===== src/rtl/stack_engine_pkg.sv =====
// stack_engine_pkg: constants, colour codes and FSM states shared by
// the stack game state block and the VGA draw path.
package stack_engine_pkg;

    localparam logic [9:0] WIDTH        = 10'd100;
    localparam logic [9:0] HEIGHT_RATIO = 10'd20;
    localparam logic [9:0] BASE_Y       = 10'd400;
    localparam logic [9:0] H_RES        = 10'd640;
    localparam logic [9:0] V_RES        = 10'd480;

    localparam logic [9:0] LAND_MIN = 10'd80;
    localparam logic [9:0] POS_HOME = 10'd270;
    localparam logic [9:0] POS_MAX  = H_RES - WIDTH;
    localparam int         LAYERS   = 16;

    localparam logic [7:0] LFSR_SEED = 8'hA5;
    localparam logic [7:0] LFSR_TAPS = 8'hB8;

    localparam logic [1:0] CLR_NONE  = 2'b00;
    localparam logic [1:0] CLR_GREEN = 2'b01;
    localparam logic [1:0] CLR_RED   = 2'b10;
    localparam logic [1:0] CLR_BLUE  = 2'b11;

    typedef enum logic [1:0] {
        ST_IDLE,
        ST_SPAWN,
        ST_FALL,
        ST_OVER
    } state_t;

    function automatic logic [9:0] abs_diff(input logic [9:0] a,
                                            input logic [9:0] b);
        return (a >= b) ? a - b : b - a;
    endfunction

endpackage


===== src/rtl/stack_lfsr.sv =====
// stack_lfsr: free-running 8-bit Galois LFSR (x^8+x^6+x^5+x^4+1)
// used to pick the spawn column and colour of each falling block.
module stack_lfsr
    import stack_engine_pkg::*;
#(
    parameter logic [7:0] SEED = LFSR_SEED
) (
    input  logic       clk,
    input  logic       rst_n,
    output logic [7:0] lfsr
);

    always_ff @(posedge clk or negedge rst_n) begin
        if (!rst_n) begin
            lfsr <= SEED;
        end else begin
            lfsr <= {1'b0, lfsr[7:1]} ^ (lfsr[0] ? LFSR_TAPS : 8'h00);
        end
    end

endmodule


===== src/rtl/stack_engine.sv =====
// stack_engine: tray, 16-layer colour stack and falling block state.
// Build option STACK_SPEEDUP_EN: fall step grows by height[4:2] px/tick.
module stack_engine
    import stack_engine_pkg::*;
#(
    parameter int MOVE_STEP = 4,
    parameter int FALL_STEP = 2,
    parameter int CATCH     = 50,
    parameter int MAX_MISS  = 3
) (
    input  logic        dclk,
    input  logic        rst_n,
    input  logic        tick,
    input  logic        start,
    input  logic        btn_l,
    input  logic        btn_r,
    output logic [9:0]  pos_x,
    output logic [31:0] colors,
    output logic [9:0]  fall_x,
    output logic [9:0]  fall_y,
    output logic [1:0]  fall_clr,
    output logic [4:0]  height,
    output logic [1:0]  misses,
    output logic        game_over,
    output logic        win
);

    localparam logic [9:0] MOVE     = 10'(MOVE_STEP);
    localparam logic [9:0] CATCH_PX = 10'(CATCH);

    state_t     state;
    logic [7:0] lfsr;
    logic [9:0] step;
    logic [9:0] ny;
    logic [9:0] h_px;
    logic [9:0] land_y;
    logic [9:0] pos_nx;
    logic [1:0] spawn_clr;
    logic       hit;
    logic       lost;

    stack_lfsr #(
        .SEED (LFSR_SEED)
    ) u_lfsr (
        .clk   (dclk),
        .rst_n (rst_n),
        .lfsr  (lfsr)
    );

    always_comb begin
`ifdef STACK_SPEEDUP_EN
        step = 10'(FALL_STEP) + {7'd0, height[4:2]};
`else
        step = 10'(FALL_STEP);
`endif
        ny   = fall_y + step;
        h_px = {5'd0, height} * HEIGHT_RATIO;
        // Guard the subtraction so a tall stack clamps instead of wrapping.
        land_y = (h_px > BASE_Y - LAND_MIN) ? LAND_MIN : BASE_Y - h_px;
        hit  = (fall_y < land_y) && (ny >= land_y) &&
               (abs_diff(fall_x, pos_x) < CATCH_PX);
        lost = (ny >= V_RES);

        pos_nx = pos_x;
        if (btn_l && !btn_r) begin
            pos_nx = (pos_x >= MOVE) ? pos_x - MOVE : 10'd0;
        end else if (btn_r && !btn_l) begin
            pos_nx = (pos_x >= POS_MAX - MOVE) ? POS_MAX : pos_x + MOVE;
        end

        spawn_clr = (lfsr[1:0] == CLR_NONE) ? CLR_GREEN : lfsr[1:0];
    end

    always_ff @(posedge dclk or negedge rst_n) begin
        if (!rst_n) begin
            state     <= ST_IDLE;
            pos_x     <= POS_HOME;
            colors    <= '0;
            fall_x    <= '0;
            fall_y    <= '0;
            fall_clr  <= CLR_NONE;
            height    <= '0;
            misses    <= '0;
            game_over <= 1'b0;
            win       <= 1'b0;
        end else begin
            unique case (state)
                ST_IDLE: begin
                    if (start) state <= ST_SPAWN;
                end
                ST_SPAWN: begin
                    fall_x   <= {1'b0, lfsr, 1'b0};
                    fall_y   <= '0;
                    fall_clr <= spawn_clr;
                    state    <= ST_FALL;
                end
                ST_FALL: begin
                    if (tick) begin
                        pos_x  <= pos_nx;
                        fall_y <= ny;
                        if (hit) begin
                            colors[{height[3:0], 1'b0} +: 2] <= fall_clr;
                            height   <= height + 5'd1;
                            fall_clr <= CLR_NONE;
                            if (height == 5'(LAYERS - 1)) begin
                                win   <= 1'b1;
                                state <= ST_OVER;
                            end else begin
                                state <= ST_SPAWN;
                            end
                        end else if (lost) begin
                            misses   <= misses + 2'd1;
                            fall_clr <= CLR_NONE;
                            if (misses == 2'(MAX_MISS - 1)) begin
                                game_over <= 1'b1;
                                state     <= ST_OVER;
                            end else begin
                                state <= ST_SPAWN;
                            end
                        end
                    end
                end
                ST_OVER: begin
                    if (start) begin
                        colors    <= '0;
                        height    <= '0;
                        misses    <= '0;
                        game_over <= 1'b0;
                        win       <= 1'b0;
                        pos_x     <= POS_HOME;
                        state     <= ST_SPAWN;
                    end
                end
                default: state <= ST_IDLE;
            endcase
        end
    end

endmodule


===== config.mk =====
export PLATFORM = sky130hd
export DESIGN_NAME = stack_engine
export DESIGN_NICKNAME = d
export VERILOG_FILES = /design/src/rtl/stack_engine_pkg.sv /design/src/rtl/stack_lfsr.sv /design/src/rtl/stack_engine.sv
export SDC_FILE = /design/constraint.sdc
export NUM_CORES = 1
export LEC_CHECK = 0
export CORE_ASPECT_RATIO = 1.75
export CORE_MARGIN = 4
export CORE_UTILIZATION = 61
export DETAILED_ROUTE_END_ITERATION = 6
export PLACE_DENSITY = 0.85
export RECOVER_POWER = 25
export SYNTH_ARGS = -nofsm -noshare
export SYNTH_HDL_FRONTEND = slang
export SYNTH_SLANG_ARGS = --single-unit

===== constraint.sdc =====
create_clock -name dclk -period 12.4 [get_ports dclk]
set_input_delay 3.72 -clock dclk [delete_from_list [all_inputs] [get_ports dclk]]
set_output_delay 3.72 -clock dclk [all_outputs]
set_load 0.01 [all_outputs]

== Word level (Yosys, flattened, before mapping) ==
Cells that the tools add are included.
Storage, ports and cells
  bits in read-only memories: 0
  output and inout bits: 73
  latch bits: 0
  bits of input ports: 6
  register bits: 81
  RAM bits: 0
  word-level logic and storage cells: 114
  memories: 0
Operators by class
  shift-type cells: 2
  multiply operators: 1
  bitwise operators: 1
  muxes and demuxes: 48
  equal/unequal tests: 15
  reductions and logical operators: 19
  add/subtract/negate cells: 9
  div/mod/pow operators: 0
  order comparisons: 8
Operators with widths (count)
  32-bit two-way mux: 3
  10-bit two-way mux: 9
  32-bit one-hot mux with 2 select lines: 1
  10-bit one-hot mux with 2 select lines: 2
  32-bit bitwise mux: 1
  2-bit by 7-bit variable shift with 32-bit output, first input constant: 1
  2-bit by 7-bit indexed part select with 32-bit output: 1
  2-bit two-way mux: 14
  5-bit two-way mux: 3
  2-bit inequality test, second input constant: 7
  10-bit by 2-bit adder with 10-bit output, second input constant: 1
  10-bit by 3-bit adder with 10-bit output, second input constant: 1
  10-bit >= comparator: 1
  10-bit >= comparator, second input constant: 1
  10-bit by 3-bit >= comparator with 1-bit output, second input constant: 1
  10-bit by 9-bit >= comparator with 1-bit output, second input constant: 1
  9-bit by 10-bit >= comparator with 1-bit output: 1
  10-bit by 9-bit greater-than comparator with 1-bit output, second input constant: 1
  10-bit < comparator: 1
  10-bit by 6-bit < comparator with 1-bit output, second input constant: 1
  5-bit one-hot mux with 2 select lines: 1
  5-bit AND reduction: 2
  10-bit by 3-bit subtractor with 10-bit output, second input constant: 1
  10-bit by 9-bit subtractor with 10-bit output: 1
  other kinds (26): 46

== Logic depth before layout (Yosys ltp) ==
Gate-level depths: netlist of run 1.
  depth after elaboration: 9
  mapped depth: 22
  gate-level depth less buffers: 20

== Hierarchy ==
From an unflattened synthesis of run 1, not the netlist that was laid out.
Second synthesis, totals
  cells, all modules: 696
  area total of the unflattened synthesis: 5945.7 µm²
Modules (own cells, without submodules)
  stack_engine: area each 5714.2 µm², instances 1, cells each 685, sequential area each 1781.7 µm²
  stack_lfsr: area each 231.5 µm², instances 1, cells each 11, sequential area each 205.2 µm²

== Least setup slack after synthesis of run 1 ==
Ideal clock, no wire load.
  kind: input -> register
  from: input port btn_r
  to: register pos_x[6]
  setup time: 0.095 ns
  cell stages on the path: 9
  data arrival time: 5.600 ns
  setup slack: 6.704 ns
  buffers on the path: 0
  path through: inv_1 > ha_1 > nand2b_1 > a211oi_1 > or3b_2 > or2_0 > o31ai_1 > nand2_1 > o31ai_1
Between the ends
  word-level cells in the longest chain between the ends: 5
RTL lines
  from (decl): RTL line stack_engine.sv:16  | input logic btn_r,
  1-bit zero test: RTL line stack_engine.sv:65  | if (btn_l && !btn_r) begin
  1-bit logical AND: RTL line stack_engine.sv:65
  10-bit two-way mux: RTL line stack_engine.sv:65
  10-bit two-way mux: RTL line stack_engine.sv:98  | if (tick) begin
  10-bit one-hot mux with 2 select lines: RTL line stack_engine.sv:87  | unique case (state)
  to (signal assigned): RTL line stack_engine.sv:99  | pos_x <= pos_nx;
  to (decl): RTL line stack_engine.sv:17  | output logic [9:0] pos_x,
Parallel ways exist; a longest one is shown, timed or not. The select of a mux whose other input is x is not followed.
A chain may end at the register's enable or synchronous reset.

==> impl_metrics.py, run 1 <==
metrics = {
    "critical_path": {
        "crit_fanout": 79,
        "path_delay_family": "buffers and inverters",
        "crit_arrival_ns": 6.68,
        "critPathBufInv": 1,
        "cp-end-kind": "async pin",
        "slowest_delay_ns": 2.90,
        "criticalPathCategory": "in -> async",
        "cp_cell_sequence": "clkbuf_1",
        "cp-start-kind": "primary input",
        "cp_slowest_cell": "clkbuf_1",
        "required_ns": 11.86,
    },
    "global_routing": {
        "grtUsageTotal_pct": 29.0,
        "grt.overflow.total": 0,
        "grt_start_max_net_pins": 80,
        "grt_pass1_wl_um": 25400,
        "grt_pass1_vias": 5370,
        "grt_antenna_before_repair": 0,
    },
    "drt": {
        "drtPass1Iterations": 5,
        "drc": 0,
        "wire_per_inst_um": 17.9,
        "vias_per_cell": 6.21,
        "via_count": 5441,
        "drtAntennaViolNets": 0,
        "wirelength_um": 15700,
        "drtIter0Drc": 369,
    },
    "logic_synthesis": {
        "syn_avg_cell_area_um2": 8.40,
        "syn-cell-area_um2": 5850,
        "synth_edf_count": 0,
        "synth_cell_types": 64,
        "netlist_instances": 696,
        "seq_area_frac_synth_pct": 34.0,
        "synthArstFlopShare_pct": 100,
        "ys_ff_latch": 79,
        "synth_flop_cell": "dfrtp_1",
        "yosysWarnings": 0,
    },
    "floorplanning": {
        "ios": 79,
        "placementRows": 47,
        "dieArea_um2": 11300,
        "initial_core_util_pct": 62.1,
        "coreArea_um2": 9410,
        "die-height_um": 138,
        "die_w_um": 82.0,
    },
    "finish": {
        "diodes": 0,
        "drive_gt1_share_pct": 5.70,
        "areaGrowthSynthToFinish_pct": 17.1,
        "finalNetCount": 810,
    },
    "pwr": {
        "p_per_area_nw_per_um2": 211,
        "finalPower_mw": 1.45,
        "peakVddDrop_v": 0.000133,
        "p_leak_nw": 3.10,
    },
    "sta": {
        "worst_pin_slew_ns": 4.22,
        "slew_headroom_pct": -181,
        "rsz0062_at_grt": "false",
        "finalClockSkew_ns": 0.00348,
        "tns_ns": 0,
        "hold_viol": 0,
        "final_max_slew_viol_count": 80,
        "period_minus_slack_ns": 7.22,
        "fmax_mhz": 139,
        "fin_crit_sh_pct": 58.2,
        "setup_viol": 0,
    },
    "clocking": {
        "clkTransAtPathRegs_ns": 0.06,
        "cts_buffers": 9,
        "htreeDepth": 3,
        "cts_root_buf": "clkbuf_16",
        "cts_max_path_buffers": 2,
        "postCtsSetupBuffers": 0,
        "cts_resized": 0,
        "clock-sinks": 79,
        "cts-hold-fix-buffers": 0,
        "tritoncts": "done",
        "clk_latency_ns": 0.34,
    },
    "outcome": {
        "failed_checks": "max-capacitance violations, max-slew violations",
        "status": "finished, violations left",
    },
    "worst_hold_path": {
        "hp-class": "reg -> reg",
    },
    "place": {
        "dp_hpwl_um": 11700,
        "portBuffers": 74,
        "routabilityCongestion": 0.917,
    },
    "flow_run": {
        "drv_cap": 1,
    },
}
## stage by stage
step           utilization (%)  setup WS [ns]  instances  cell area, um^2  hold slack (ns)
5_1_grt                   72.8           4.40        876             6850            0.407
6_report                  72.8           5.18        876             6850            0.379
2_1_floorplan                -           6.70        700             5860            0.355
3_3_place_gp              69.8           6.04        860             6570            0.366
4_1_cts                   72.8           6.31        876             6850            0.386
3_5_place_dp              69.8           5.97        860             6570            0.371
## routing by layer
layer / track usage (%) / vias up / wire [um]
li1: - / 2543 / -
met1: 31.3 / 2624 / 5760
met2: 52.2 / 213 / 8460
met3: 5.10 / 61 / 683
met4: 15.4 / 0 / 770
met5: 0 / - / 0
## cell usage in the layout, fill, tap and decap left out, drive strengths merged, types with 5 or more instances in the layout
cell type      Yosys  final
a21boi            10     10
a21o               9      9
a21oi             33     33
a31o               6      6
a32o               9      9
and2               9      9
and3               7      7
clkbuf            24     10
clkdlybuf4s50      0     73
conb               2      6
dfrtp             71     71
dfstp              8      8
ha                53     53
inv               52     55
mux2               5      5
mux2i              5      5
nand2             93     93
nand2b             6      6
nand3             38     38
nand4              5      5
nor2              42     42
nor2b              8      8
nor3               9      9
o211ai            13     13
o21ai             74     74
o2bb2ai           13     13
xnor2             15     15
xor2              13     13
## power by group
part | internal [mW] | switching, mW | total, mW | leakage (nW)
sequential | 0.310 | 0.0740 | 0.384 | 0.988
clock | 0.138 | 0.114 | 0.252 | 0.133
combinational | 0.331 | 0.479 | 0.810 | 1.98
total | 0.779 | 0.667 | 1.45 | 3.10
## synthesized netlist by cell type (4+ instances only)
master      n  area share (%)
nor2_1     42             2.7
dfstp_2     8             3.6
dfrtp_1    71              30
o22ai_1     4            0.43
nor2b_1     8            0.86
a21oi_1    33             2.8
buf_4       8             1.0
o21ai_1     4            0.34
nor3_1      8            0.68
o211ai_1   12             1.5
nand2b_1    6            0.64
mux2i_1     5            0.86
a21boi_0   10             1.3
o21ai_0    69             5.9
nand2_1    93             6.0
clkbuf_1   24             1.5
and3_1      7            0.75
mux2_2      5            0.96
nand3_1    38             3.3
a21o_1      9             1.2
a211oi_1    4            0.51
a31o_2      4            0.60
and2_1      9            0.96
nand4_1     5            0.53
xnor2_1    15             2.2
ha_1       53              11
xor2_1     13             1.9
inv_1      52             3.3
o2bb2ai_1  12             1.8
a32o_1      9             1.5
## state kept, by name, summed over array words and instances (netlist names)
signal,count
misses,2
u_lfsr.lfsr,8
fall_clr,2
game_over,1
height,5
fall_x,8
win,1
colors,32
fall_y,9
state,2
pos_x,9
## worst paths after layout
| check | startpoint | to | slack, ns | cells after the start |
|---|---|---|---|---|
| max in group dclk | start | colors[31] | 6.27 | 7 |
| max | rst_n | fall_y[3] | 5.18 | 1 |
| min reg2reg | u_lfsr.lfsr[3] | u_lfsr.lfsr[2] | 0.38 | 0 |
| min | u_lfsr.lfsr[3] | u_lfsr.lfsr[2] | 0.38 | 0 |
| min in group asynchronous | rst_n | colors[26] | 4.85 | 1 |
| max reg2reg | height[3] | colors[31] | 6.52 | 20 |
## logic make-up (layout without fill, tap and decap cells)
group	count (synthesis)	count (layout)	share of synthesized area, %
XOR/XNOR	28	28	4.19
buffers and inverters	90	144	6.74
AO/OA/AOI/OAI	200	200	22.5
multiplexers	10	10	1.82
flip-flops	79	79	34.0
other	2	6	0.128
adder cells (fa/ha/maj)	55	55	12.0
AND/OR/NAND/NOR	232	232	18.6
## area by class of cell
class / count / area [um^2]
Clock buffer: 9 / 225
Clock inverter: 7 / 55.1
Fill cell: 740 / 2560
Inverter: 52 / 195
Multi-Input combinational cell: 531 / 3480
Sequential cell: 79 / 1990
Tap cell: 122 / 153
Timing Repair Buffer: 76 / 749
Power figures use the tool's default switching activity.
==> inputs of run 2 (changes only) <==
CORE_UTILIZATION = 56   (was 61)
PLACE_DENSITY = 0.79   (was 0.85)
clock period = 7.3 ns   (was 12.4 ns; I/O delays follow)
==> impl_metrics.py, run 2 (same netlist as run 1, synthesis figures left out) <==
metrics = {
    "outcome": {
        "status": "finished, violations left",
        "failed_checks": "max-capacitance violations, max-slew violations",
    },
    "place": {
        "dp_cells": 869,
        "portBuffers": 74,
        "routabilityCongestion": 0.899,
        "dp_hpwl_um": 12900,
    },
    "drt": {
        "drtAntennaViolNets": 0,
        "drtPass1Iterations": 5,
        "via_count": 5517,
        "drc": 0,
        "vias_per_cell": 6.23,
        "dr_wl_met2_um": 9390,
        "drtIter0Drc": 396,
        "wirelength_um": 17100,
        "wire_per_inst_um": 19.3,
        "wl_met3_um": 722,
        "highest_layer": "met4",
        "drt-met1-wl_um": 5950,
    },
    "clocking": {
        "cts_max_path_buffers": 2,
        "postCtsSetupBuffers": 0,
        "tritoncts": "done",
        "clock-sinks": 79,
        "cts_root_buf": "clkbuf_16",
        "cts-hold-fix-buffers": 0,
        "cts_buffers": 9,
        "cts_resized": 0,
        "clkTransAtPathRegs_ns": 0.06,
        "htreeDepth": 3,
        "clk_latency_ns": 0.34,
    },
    "sta": {
        "worst_pin_slew_ns": 4.24,
        "rsz0062_at_grt": "false",
        "slew_headroom_pct": -183,
        "tns_ns": 0,
        "finalClockSkew_ns": 0.00767,
        "final_max_slew_viol_count": 80,
        "period_minus_slack_ns": 5.72,
        "fmax_mhz": 175,
        "holdWs_ns": 0.378,
        "fin_crit_sh_pct": 78.4,
        "setup_viol": 0,
        "hold_viol": 0,
    },
    "critical_path": {
        "criticalPathCategory": "in -> async",
        "cp_cell_sequence": "clkbuf_1",
        "cp-end-kind": "async pin",
        "path_delay_family": "buffers and inverters",
        "crit_arrival_ns": 5.17,
        "crit_fanout": 79,
        "critPathBufInv": 1,
        "cp-start-kind": "primary input",
        "required_ns": 6.75,
        "slowest_delay_ns": 2.93,
        "ff2ff_setup_slack_ns": 1.89,
        "cp_slowest_cell": "clkbuf_1",
    },
    "global_routing": {
        "grtUsageTotal_pct": 29.1,
        "grt_pass1_wl_um": 28200,
        "grt_pass1_vias": 5650,
        "grt_start_max_net_pins": 80,
        "grt.overflow.total": 0,
        "grt_antenna_before_repair": 0,
    },
    "floorplanning": {
        "ios": 79,
        "coreArea_um2": 10200,
        "die_w_um": 85.2,
        "placementRows": 49,
        "initial_core_util_pct": 57.1,
        "dieArea_um2": 12200,
        "die-height_um": 143,
    },
    "finish": {
        "finalNetCount": 814,
        "drive_gt1_share_pct": 6.07,
        "areaGrowthSynthToFinish_pct": 18.8,
        "regMostFlops": "colors",
        "layout_common_cells": "nand2_1, clkdlybuf4s50_1, dfrtp_1",
        "utilization_pct": 67.8,
        "largest_register_ffs": 32,
        "final_common_cell": "nand2_1",
        "reg_top3": "colors (32), fall_y (9), pos_x (9)",
        "finalNonFillerCells": 885,
        "n_fill_cell": 863,
        "diodes": 0,
    },
    "pwr": {
        "p_seq_share_pct": 25.2,
        "pwr-share-clk_pct": 20.3,
        "combPwrFrac_pct": 54.5,
        "peakVddDrop_v": 0.000232,
        "finalPower_mw": 2.59,
        "switching_share_pct": 44.7,
        "p_int_mw": 1.43,
        "p_per_area_nw_per_um2": 373,
        "p_leak_nw": 3.15,
        "p_sw_mw": 1.16,
    },
    "worst_hold_path": {
        "hp-class": "reg -> reg",
    },
    "flow_run": {
        "drv_cap": 1,
    },
}
==> run 2: cell type report <==
class | count | area (um^2) | share of cell area (%)
timing repair buffer | 80 | 779 | 11.2
clock buffer | 10 | 229 | 3.30
clock inverter | 6 | 115 | 1.66
sequential | 79 | 1990 | 28.6
tap | 127 | 159 | 2.29
multi-input combinational | 531 | 3480 | 50.1
inverter | 52 | 195 | 2.81
==> run 2: layer usage <==
layer  up-vias  global-route usage (%)
met2       226                    54.3
li1       2548                       -
met1      2667                    29.3
met5         -                       0
met4         0                    19.4
met3        76                    4.10
==> run 2: final timing paths <==
kind,start,to,cells past startpoint
worst max-delay path,rst_n,fall_y[6],1
worst min-delay path,u_lfsr.lfsr[3],u_lfsr.lfsr[2],0
worst max register to register,height[3],colors[30],20
worst min register to register,u_lfsr.lfsr[3],u_lfsr.lfsr[2],0
max in group dclk,height[3],colors[30],20
min in group asynchronous,rst_n,colors[18],1
==> run 2: metrics by stage <==
| stage | setup slack [ns] | area [um^2] |
|---|---|---|
| 3_5_place_dp | 2.01 | 6610 |
| 4_1_cts | 1.99 | 6950 |
| 5_1_grt | 0.767 | 6950 |
| 3_3_place_gp | 2.23 | 6610 |
| 6_report | 1.58 | 6950 |
| 2_1_floorplan | 2.93 | 5860 |
==> run 2: power groups by stage <==
stage               Combinational (mW)  Sequential [mW]  Clock (mW)
global placement                  1.35            0.652           0
detailed placement                1.38            0.656           0
floorplan                        0.955            0.643           0
global route                      1.54            0.670       0.558
finish                            1.41            0.653       0.525
CTS                               1.39            0.651       0.530
